## src/rtl/wpawn_promo_ctrl.sv

```systemverilog
// White-pawn position/promotion controller feeding the pawn sprite renderer.
// Optional menu timeout (auto-queen) is enabled by defining WPAWN_PROMO_TIMEOUT_EN.
module wpawn_promo_ctrl #(
  parameter int unsigned INIT_COL       = 0,
  parameter int unsigned INIT_ROW       = 6,
  parameter int unsigned BOARD_X0       = 100,
  parameter int unsigned BOARD_Y0       = 20,
  parameter int unsigned SQ             = 55,
  parameter int unsigned BLINK_FRAMES   = 15,
  parameter int unsigned TIMEOUT_FRAMES = 600
) (
  input  logic       vga_clk,
  input  logic       reset_n,
  input  logic       vsync,
  input  logic       pawn_move_valid,
  input  logic [2:0] pawn_col,
  input  logic [2:0] pawn_row,
  input  logic       pawn_captured,
  input  logic       key_valid,
  input  logic [7:0] keycode,
  output logic [9:0] offsetX,
  output logic [9:0] offsetY,
  output logic [2:0] promotion,
  output logic       promo_active,
  output logic [2:0] cursor,
  output logic       cursor_blink,
  output logic       promo_done,
  output logic       pawn_alive
);

  typedef enum logic [1:0] {
    S_IDLE     = 2'd0,
    S_MENU     = 2'd1,
    S_PROMOTED = 2'd2,
    S_DEAD     = 2'd3
  } state_e;

  localparam logic [7:0] KEY_RIGHT = 8'h4F;
  localparam logic [7:0] KEY_LEFT  = 8'h50;
  localparam logic [7:0] KEY_ENTER = 8'h28;

  localparam logic [2:0] PIECE_PAWN  = 3'd0;
  localparam logic [2:0] PIECE_QUEEN = 3'd1;
  localparam logic [2:0] PIECE_LAST  = 3'd4;

  localparam logic [9:0] OFFX_RST = 10'(BOARD_X0 + INIT_COL * SQ);
  localparam logic [9:0] OFFY_RST = 10'(BOARD_Y0 + INIT_ROW * SQ);

  // Blink and timeout counters share one width, at least 10 bits.
  localparam int unsigned MAX_FRAMES = (BLINK_FRAMES > TIMEOUT_FRAMES) ? BLINK_FRAMES : TIMEOUT_FRAMES;
  localparam int unsigned CNT_W      = ($clog2(MAX_FRAMES) > 10) ? $clog2(MAX_FRAMES) : 10;
  localparam logic [CNT_W-1:0] BLINK_LAST = CNT_W'(BLINK_FRAMES - 1);

  state_e           state_q, state_d;
  logic             vsync_q;
  logic [9:0]       offx_q, offx_d;
  logic [9:0]       offy_q, offy_d;
  logic [2:0]       promo_q, promo_d;
  logic [2:0]       cursor_q, cursor_d;
  logic             active_q, active_d;
  logic             blink_q, blink_d;
  logic             done_q, done_d;
  logic             alive_q, alive_d;
  logic [CNT_W-1:0] blink_cnt_q, blink_cnt_d;

  logic       tick;
  logic       key_right;
  logic       key_left;
  logic       key_enter;
  logic       menu_enter;
  logic       timeout;
  logic [9:0] move_x;
  logic [9:0] move_y;

  assign tick      = vsync_q & ~vsync;
  assign key_right = key_valid & (keycode == KEY_RIGHT);
  assign key_left  = key_valid & (keycode == KEY_LEFT);
  assign key_enter = key_valid & (keycode == KEY_ENTER);

  assign move_x = 10'(BOARD_X0) + 10'(pawn_col) * 10'(SQ);
  assign move_y = 10'(BOARD_Y0) + 10'(pawn_row) * 10'(SQ);

  assign menu_enter = (state_q == S_IDLE) & pawn_move_valid & ~pawn_captured &
                      (pawn_row == 3'd0) & (promo_q == PIECE_PAWN);

`ifdef WPAWN_PROMO_TIMEOUT_EN
  logic [CNT_W-1:0] frame_cnt_q, frame_cnt_d;

  assign timeout = tick & (frame_cnt_q == CNT_W'(TIMEOUT_FRAMES - 1));

  always_comb begin
    frame_cnt_d = frame_cnt_q;
    if (menu_enter) begin
      frame_cnt_d = '0;
    end else if ((state_q == S_MENU) && tick) begin
      frame_cnt_d = frame_cnt_q + CNT_W'(1);
    end
  end

  always_ff @(posedge vga_clk or negedge reset_n) begin
    if (!reset_n) begin
      frame_cnt_q <= '0;
    end else begin
      frame_cnt_q <= frame_cnt_d;
    end
  end
`else
  assign timeout = 1'b0;
`endif

  always_comb begin
    state_d     = state_q;
    offx_d      = offx_q;
    offy_d      = offy_q;
    promo_d     = promo_q;
    cursor_d    = cursor_q;
    active_d    = active_q;
    blink_d     = blink_q;
    blink_cnt_d = blink_cnt_q;
    alive_d     = alive_q;
    done_d      = 1'b0;

    // Capture overrides everything else in the cycle, including a pending enter.
    if (pawn_captured) begin
      state_d  = S_DEAD;
      alive_d  = 1'b0;
      active_d = 1'b0;
    end else begin
      case (state_q)
        S_IDLE: begin
          if (pawn_move_valid) begin
            offx_d = move_x;
            offy_d = move_y;
            if (menu_enter) begin
              state_d     = S_MENU;
              active_d    = 1'b1;
              cursor_d    = PIECE_QUEEN;
              blink_d     = 1'b1;
              blink_cnt_d = '0;
            end
          end
        end

        S_MENU: begin
          if (key_enter) begin
            state_d  = S_PROMOTED;
            promo_d  = cursor_q;
            active_d = 1'b0;
            blink_d  = 1'b0;
            done_d   = 1'b1;
          end else if (timeout) begin
            state_d  = S_PROMOTED;
            promo_d  = PIECE_QUEEN;
            active_d = 1'b0;
            blink_d  = 1'b0;
            done_d   = 1'b1;
          end else begin
            if (key_right) begin
              cursor_d = (cursor_q == PIECE_LAST) ? PIECE_QUEEN : cursor_q + 3'd1;
            end else if (key_left) begin
              cursor_d = (cursor_q == PIECE_QUEEN) ? PIECE_LAST : cursor_q - 3'd1;
            end
            if (tick) begin
              if (blink_cnt_q == BLINK_LAST) begin
                blink_cnt_d = '0;
                blink_d     = ~blink_q;
              end else begin
                blink_cnt_d = blink_cnt_q + CNT_W'(1);
              end
            end
          end
        end

        S_PROMOTED: begin
          if (pawn_move_valid) begin
            offx_d = move_x;
            offy_d = move_y;
          end
        end

        S_DEAD: begin
        end

        default: begin
          state_d = S_IDLE;
        end
      endcase
    end
  end

  always_ff @(posedge vga_clk or negedge reset_n) begin
    if (!reset_n) begin
      state_q     <= S_IDLE;
      vsync_q     <= 1'b1;
      offx_q      <= OFFX_RST;
      offy_q      <= OFFY_RST;
      promo_q     <= PIECE_PAWN;
      cursor_q    <= PIECE_QUEEN;
      active_q    <= 1'b0;
      blink_q     <= 1'b0;
      blink_cnt_q <= '0;
      done_q      <= 1'b0;
      alive_q     <= 1'b1;
    end else begin
      state_q     <= state_d;
      vsync_q     <= vsync;
      offx_q      <= offx_d;
      offy_q      <= offy_d;
      promo_q     <= promo_d;
      cursor_q    <= cursor_d;
      active_q    <= active_d;
      blink_q     <= blink_d;
      blink_cnt_q <= blink_cnt_d;
      done_q      <= done_d;
      alive_q     <= alive_d;
    end
  end

  assign offsetX      = offx_q;
  assign offsetY      = offy_q;
  assign promotion    = promo_q;
  assign promo_active = active_q;
  assign cursor       = cursor_q;
  assign cursor_blink = blink_q;
  assign promo_done   = done_q;
  assign pawn_alive   = alive_q;

endmodule

```

## config.mk

```make
export PLATFORM = sky130hd
export DESIGN_NAME = wpawn_promo_ctrl
export DESIGN_NICKNAME = d
export VERILOG_FILES = /design/src/rtl/wpawn_promo_ctrl.sv
export SDC_FILE = /design/constraint.sdc
export NUM_CORES = 1
export LEC_CHECK = 0
export ABC_AREA = 1
export CORE_ASPECT_RATIO = 0.8
export CORE_UTILIZATION = 54
export DETAILED_ROUTE_END_ITERATION = 10
export PLACE_DENSITY = 0.81
export SLEW_MARGIN = 0
export SYNTH_ARGS = -nofsm -noshare
export SYNTH_HDL_FRONTEND = slang
export SYNTH_SLANG_ARGS = --single-unit
```

## constraint.sdc

```tcl
create_clock -name vga_clk -period 1.75 [get_ports vga_clk]
set_input_delay 0.175 -clock vga_clk [delete_from_list [all_inputs] [get_ports vga_clk]]
set_output_delay 0.175 -clock vga_clk [all_outputs]
set_load 0.005 [all_outputs]
```

==> results of run 1 <==
per-stage QoR:
| step | instance area [um^2] | power (mW) |
|---|---|---|
| 3_5_place_dp | 3965 | 1.809 |
| 4_1_cts | 4150 | 2.635 |
| 2_1_floorplan | 3134 | 1.430 |
| 3_3_place_gp | 3965 | 1.777 |
| 5_1_grt | 4282 | 2.857 |
| 6_report | 4282 | 2.727 |
cell type report:
class / count / area [um^2] / area share, %
tap: 78 / 97.59 / 2.279
timing repair buffer: 89 / 802.0 / 18.73
inverter: 56 / 229.0 / 5.348
clock buffer: 7 / 76.32 / 1.783
multi-input combinational: 300 / 1954 / 45.65
clock inverter: 1 / 30.03 / 0.7013
sequential: 43 / 1092 / 25.51
where the power goes:
group          internal (mW)  switching, mW
Combinational          0.453          0.370
Sequential              1.08         0.0385
Clock                  0.428          0.358
Total                   1.96          0.767
tightest hold or removal path: stages:
cell and delay, ns:
buf_2 0.16, buf_4 0.15, nand2_1 0.05, nand2_1 0.05
worst max-delay path by stage:
stage                 from    endpoint  slack [ns]  depth (start not counted)
2_1_floorplan  pawn_row[1]  offsetY[9]       -0.20                         14
6_report       pawn_row[1]  offsetY[7]       -0.20                         13
3_5_place_dp   pawn_row[1]  offsetY[7]       -0.97                         15
4_1_cts        pawn_row[1]  offsetY[7]       -0.32                         15
5_1_grt        pawn_row[1]  offsetY[9]       -0.27                         15
3_3_place_gp   pawn_row[1]  offsetY[9]       -0.86                         16
placed cells by master, fill, tap and decap left out, types with 3 or more instances in the layout:
cell and count:
nand2_1 125, inv_1 45, clkdlybuf4s50_1 42, nor2_1 39
buf_4 37, nand3_1 30, dfrtp_1 30, ha_1 20
o21ai_0 13, ha_4 12, dfstp_2 12, inv_2 8
nand4_1 6, o21ai_1 6, xor2_1 5, clkbuf_8 5
xnor2_1 4, nand2_2 4, or2_2 3, a21oi_2 3
fa_2 3
routing by layer:
layer,GRT usage [%],part of all wire [%],routed length [um]
met2,48.24,49,3942
met5,0,0,0
met4,7.778,2.8,221
met3,5.000,6.6,526
met1,34.08,41,3275
flip-flops by register name (all words and copies together), names as in the netlist:
signal / cells
offsetX: 10
cursor: 3
pawn_alive: 1
blink_cnt_q: 10
promotion: 3
state_q: 2
offsetY: 10
vsync_q: 1
promo_active: 1
promo_done: 1
cursor_blink: 1
what timing repair did:
item	in CTS	in global routing
endpoints found under the hold margin	31	0
hold buffers	1	0
resized for setup	32	27
pin swaps	16	14
setup endpoints to repair	26	18
setup buffers	1	4
cell families (layout without fill, tap and decap cells):
| kind of cell | count (synthesis) | count (layout) |
|---|---|---|
| AOI/OAI and AO/OA | 32 | 32 |
| xor gates and xnor gates | 11 | 11 |
| adders and majority gates | 38 | 38 |
| buffers and inverters | 61 | 153 |
| DFF | 43 | 43 |
| and+or+nand+nor | 219 | 219 |
==> impl_metrics.yaml, run 1 <==
critical_path:
  critPathMaxStageDelay_ns: 0.37
  r2r-end: "cursor_blink"
  crit_path_frequent_cell: "ha_4"
  r2r_cells: 11
  critPathBufInv: 3
  r2r-start: "blink_cnt_q[0]"
  crit_required_ns: 1.94
  end_kind: "flop"
  critPathLaunchType: "primary input"
  path_max_fanout: 3
  setup.worst_path.class: "in -> reg"
  cp_slowest_cell: "fa_2"
  crit_family: "adder cells"
  r2r_slack_ns: 0.16
  crit_arrival_ns: 2.14
  path_cells: "buf_12 > inv_12 > ha_4 > xnor2_4 > inv_2 > ha_4 > o21bai_4 > ha_4 > fa_2 > a21oi_2 > o21ai_2 > nor2_1 > o21ai_2"
clock_tree:
  cts_tree: "yes"
  cts_num_sinks: 43
  numCtsBuffers: 5
  root_buffer: "clkbuf_8"
  clk_latency_ns: 0.31
  cts_max_path_buffers: 2
  htree_levels: 2
  clkTransAtPathRegs_ns: 0.08
hold_path:
  min_to: "offsetX[0]"
  hp-class: "in -> reg"
  holdPathStages: 4
  min-delay-start: "pawn_col[0]"
synthesis:
  ys_ff_latch: 43
  synth_nets: 462
  synth.top_cells.by_count: "nand2_1, inv_1, nor2_1"
  synthArstFlopShare_pct: 100.0
  muxShareOfSynthArea_pct: 0
  avgSynthCellArea_um2: 7.541
  synth-simple-area-share_pct: 30.92
  synth_compound_area_share_pct: 5.626
  synthXorXnorAreaFrac_pct: 3.162
  synth_fa_ha_area_share_pct: 16.59
  synth_top_flop_cell: "dfrtp_1"
  synth_top_area_cell: "dfrtp_1"
  synth_area_um2: 3047
  synth_top_family_by_area: "simple AND/OR/NAND/NOR gates"
  yosysWarnings: 0
  synth_enable_flop_cells: 0
  synth.area.top_cells: "dfrtp_1, nand2_1, ha_1"
  synth_cells: 404
  ys_seq_area_share_pct: 35.81
  netlist-cell-type-count: 32
  yosysMostFrequentCell: "nand2_1"
  synth_top_area_share_pct: 25.46
route:
  drcViolationCount: 0
  via_count: 2977
  drtPass1Iterations: 5
  drtIter0Drc: 175
  wl_um: 7965
  wl_per_cell_um: 13.88
  final_antenna_net_count: 0
  routed_via_density: 5.186
timing:
  finalHoldViolCount: 0
  setup_viol_count_final: 4
  relSlewSlack_pct: 69.78
  tightestPinTransition_ns: 0.4527
  min_period_ns: 1.949
  fin_skew_ns: 0.01637
  fin_ws_ns: -0.1986
  tns_ns: -0.5799
  hold_ws_ns: 0.3115
  rsz0062_at_grt: "yes"
  slew_viol_final: 0
  fin_crit_sh_pct: 111.3
  max_freq_mhz: 513.2
floorplan:
  rows: 24
  fp.dieH_um: 69.19
  die_width_um: 85.98
  die_area_um2: 5949
  core_um2: 5435
  io_pins: 50
  start_util_pct: 56.05
place:
  pre_cts_ws_ns: -0.9738
  place_congestion: 0.8980
  placed_cells: 561
  portBuffers: 49
  hpwl_um: 5424
global_route:
  grt_start_max_net_pins: 44
  antenna_found_initial: 0
  gr-total-overflow: 0
  grt.total_usage_pct: 27.36
  grt_pass1_wl_um: 13030
  grt_pass1_vias: 2945
status:
  run_status: "finished with violations"
  violations: "negative setup slack"
layout:
  stdcell_count: 574
  nets: 553
  fill_cells: 357
  drive_above_1_share_pct: 23.39
  finalCoreUtilization_pct: 78.78
  area_growth_pct: 40.53
  n_antenna_cell: 0
run:
  cap_violations: 0
pwr:
  p_leak_nw: 2.065
  pwr_density_cell_nw_per_um2: 636.9
  peakVddDrop_uv: 411.0
Power figures use the tool's default switching activity.
==> run 2, diff against run 1 <==
--- a/config.mk
+++ b/config.mk
@@ -5,11 +5,10 @@
 export SDC_FILE = /design/constraint.sdc
 export NUM_CORES = 1
 export LEC_CHECK = 0
-export ABC_AREA = 1
 export CORE_ASPECT_RATIO = 0.8
-export CORE_UTILIZATION = 54
+export CORE_UTILIZATION = 53
 export DETAILED_ROUTE_END_ITERATION = 10
-export PLACE_DENSITY = 0.81
+export PLACE_DENSITY = 0.8
 export SLEW_MARGIN = 0
 export SYNTH_ARGS = -nofsm -noshare
 export SYNTH_HDL_FRONTEND = slang
==> impl_metrics.yaml, run 2 <==
clock_tree:
  htree_levels: 2
  clkTransAtPathRegs_ns: 0.08
  cts_max_path_buffers: 2
  root_buffer: "clkbuf_8"
  cts_num_sinks: 43
  numCtsBuffers: 5
  cts_tree: "yes"
  clk_latency_ns: 0.31
global_route:
  grt_pass1_wl_um: 12160
  grt.total_usage_pct: 27.67
  grt_pass1_vias: 2673
  gr-total-overflow: 0
  grt_start_max_net_pins: 44
  antenna_found_initial: 0
place:
  hpwl_um: 5373
  place_congestion: 0.8580
  portBuffers: 49
  placed_cells: 465
  pre_cts_ws_ns: -1.071
route:
  routed_via_density: 5.749
  drcViolationCount: 3
  drtPass1Iterations: 10
  wl_per_cell_um: 16.47
  drtIter0Drc: 165
  final_antenna_net_count: 0
  via_count: 2777
  wl_um: 7953
timing:
  setup_viol_count_final: 15
  tightestPinTransition_ns: 0.5499
  fin_skew_ns: 0.009328
  min_period_ns: 2.076
  slew_viol_final: 0
  fin_ws_ns: -0.3263
  rsz0062_at_grt: "yes"
  max_freq_mhz: 481.6
  finalHoldViolCount: 0
  fin_crit_sh_pct: 118.6
  hold_ws_ns: 0.2802
  relSlewSlack_pct: 63.34
layout:
  multi_input_area_um2: 1962
  nets: 478
  area_growth_pct: 52.46
  drive_above_1_share_pct: 36.10
  fill_cells: 264
  finalCoreUtilization_pct: 86.17
  layout_commonest_cell: "buf_4"
  stdcell_count: 483
  regArea_um2: 1091
  n_antenna_cell: 0
  mostFrequentLayoutCells: "buf_4, clkdlybuf4s50_1, nand2_1"
synthesis:
  synth_top_area_cell: "dfrtp_1"
  ys_ff_latch: 43
  synth_nets: 353
  synth_area_um2: 2895
  synth.area.top_cells: "dfrtp_1, ha_1, dfstp_2"
  yosysWarnings: 0
  synth_enable_flop_cells: 0
  synthXorXnorAreaFrac_pct: 3.025
  synth_cells: 295
  synth_compound_area_share_pct: 16.12
  synthArstFlopShare_pct: 100.0
  synth-simple-area-share_pct: 20.70
  yosysMostFrequentCell: "nand2_1"
  synth_fa_ha_area_share_pct: 17.46
  synth.top_cells.by_count: "nand2_1, ha_1, dfrtp_1"
  netlist-cell-type-count: 51
  ys_seq_area_share_pct: 37.68
  muxShareOfSynthArea_pct: 1.513
  synth_top_area_share_pct: 26.79
  synth_top_flop_cell: "dfrtp_1"
  synth_top_family_by_area: "simple AND/OR/NAND/NOR gates"
  avgSynthCellArea_um2: 9.814
critical_path:
  crit_required_ns: 1.94
  crit_arrival_ns: 2.26
  path_max_fanout: 5
  end_kind: "flop"
  critPathLaunchType: "flop"
  setup.worst_path.class: "reg -> reg"
pwr:
  p_leak_nw: 2.017
  peakVddDrop_uv: 477.1
  total_power_mw: 2.608
  pwr_density_cell_nw_per_um2: 590.7
floorplan:
  core_um2: 5122
  die_width_um: 84.64
  io_pins: 50
  fp.dieH_um: 68.11
  die_area_um2: 5764
  rows: 23
  start_util_pct: 56.52
run:
  cap_violations: 0
hold_path:
  hp-class: "in -> reg"
status:
  violations: "design-rule violations, negative setup slack"
  run_status: "finished with violations"
## run 2: changes by cell type in the layout (fill, tap and decap cells not counted), sizes merged, moves of 4 or more
cell    change
a21o        +7
nor3b       +4
inv        -36
nor2b      +11
nand2b      +4
o31ai      +10
nand2      -93
nand4       -6
buf        +37
nand3      -21
a31oi       +4
nor2       -26
## run 2: cell type report
cell class	instances	share of cell area, %
well taps	62	1.757
multi-input cells	228	44.44
flip-flops and latches	43	24.72
inverters	19	2.353
repair buffers	123	24.46
clock buffers	8	2.268
## run 2: logic make-up after synthesis
| group | count (synthesis) |
|---|---|
| xor+xnor | 10 |
| mux | 4 |
| compound gates | 65 |
| buf+inv | 25 |
| fa+ha+maj | 38 |
| flops | 43 |
| simple gates | 110 |
## run 2: routing by layer
layer | track usage, % | wire length [um]
met2 | 51.12 | 4008
met4 | 9.746 | 147
met5 | 0 | 0
met1 | 33.61 | 3298
met3 | 4.343 | 499
## run 2: metrics by stage
stage | setup TNS [ns] | cell area (um^2)
floorplan | -2.001 | 3022
global placement | -16.97 | 4043
detailed placement | -19.05 | 4043
CTS | -2.342 | 4314
global route | -4.676 | 4414
finish | -3.211 | 4414
## run 2: final timing paths
path | start | endpoint | slack (ns) | cells after the start
hold / removal | pawn_col[0] | offsetX[1] | 0.28 | 4
max in group asynchronous | reset_n | offsetY[3] | 0.89 | 3
setup / recovery | blink_cnt_q[0] | blink_cnt_q[5] | -0.33 | 8
setup reg to reg | blink_cnt_q[0] | blink_cnt_q[5] | -0.33 | 8
min in group asynchronous | reset_n | promotion[1] | 0.47 | 3
hold reg to reg | offsetY[2] | offsetY[2] | 0.46 | 2
## run 2: report_power, final
| part | switching (mW) | leakage (nW) | internal (mW) | total (mW) |
|---|---|---|---|---|
| Sequential | 0.0354 | 0.532 | 1.08 | 1.12 |
| Clock | 0.348 | 0.0515 | 0.360 | 0.708 |
| Combinational | 0.331 | 1.43 | 0.451 | 0.783 |
## run 2: timing repair
item | in CTS | in global routing
pin swaps | 23 | 17
setup endpoints to repair | 25 | 24
setup buffers | 8 | 3
resized for setup | 57 | 25
hold buffers | 1 | 0
endpoints found under the hold margin | 31 | 0
cloned | 2 | 0
## run 2: critical path: stages, from the launching register on
cell and delay (ns):
dfrtp_1 0.39, inv_1 0.07, ha_2 0.16, or4b_4 0.48, o31ai_4 0.36, buf_6 0.17
nor2_1 0.06, o21ai_2 0.18, o31ai_2 0.09
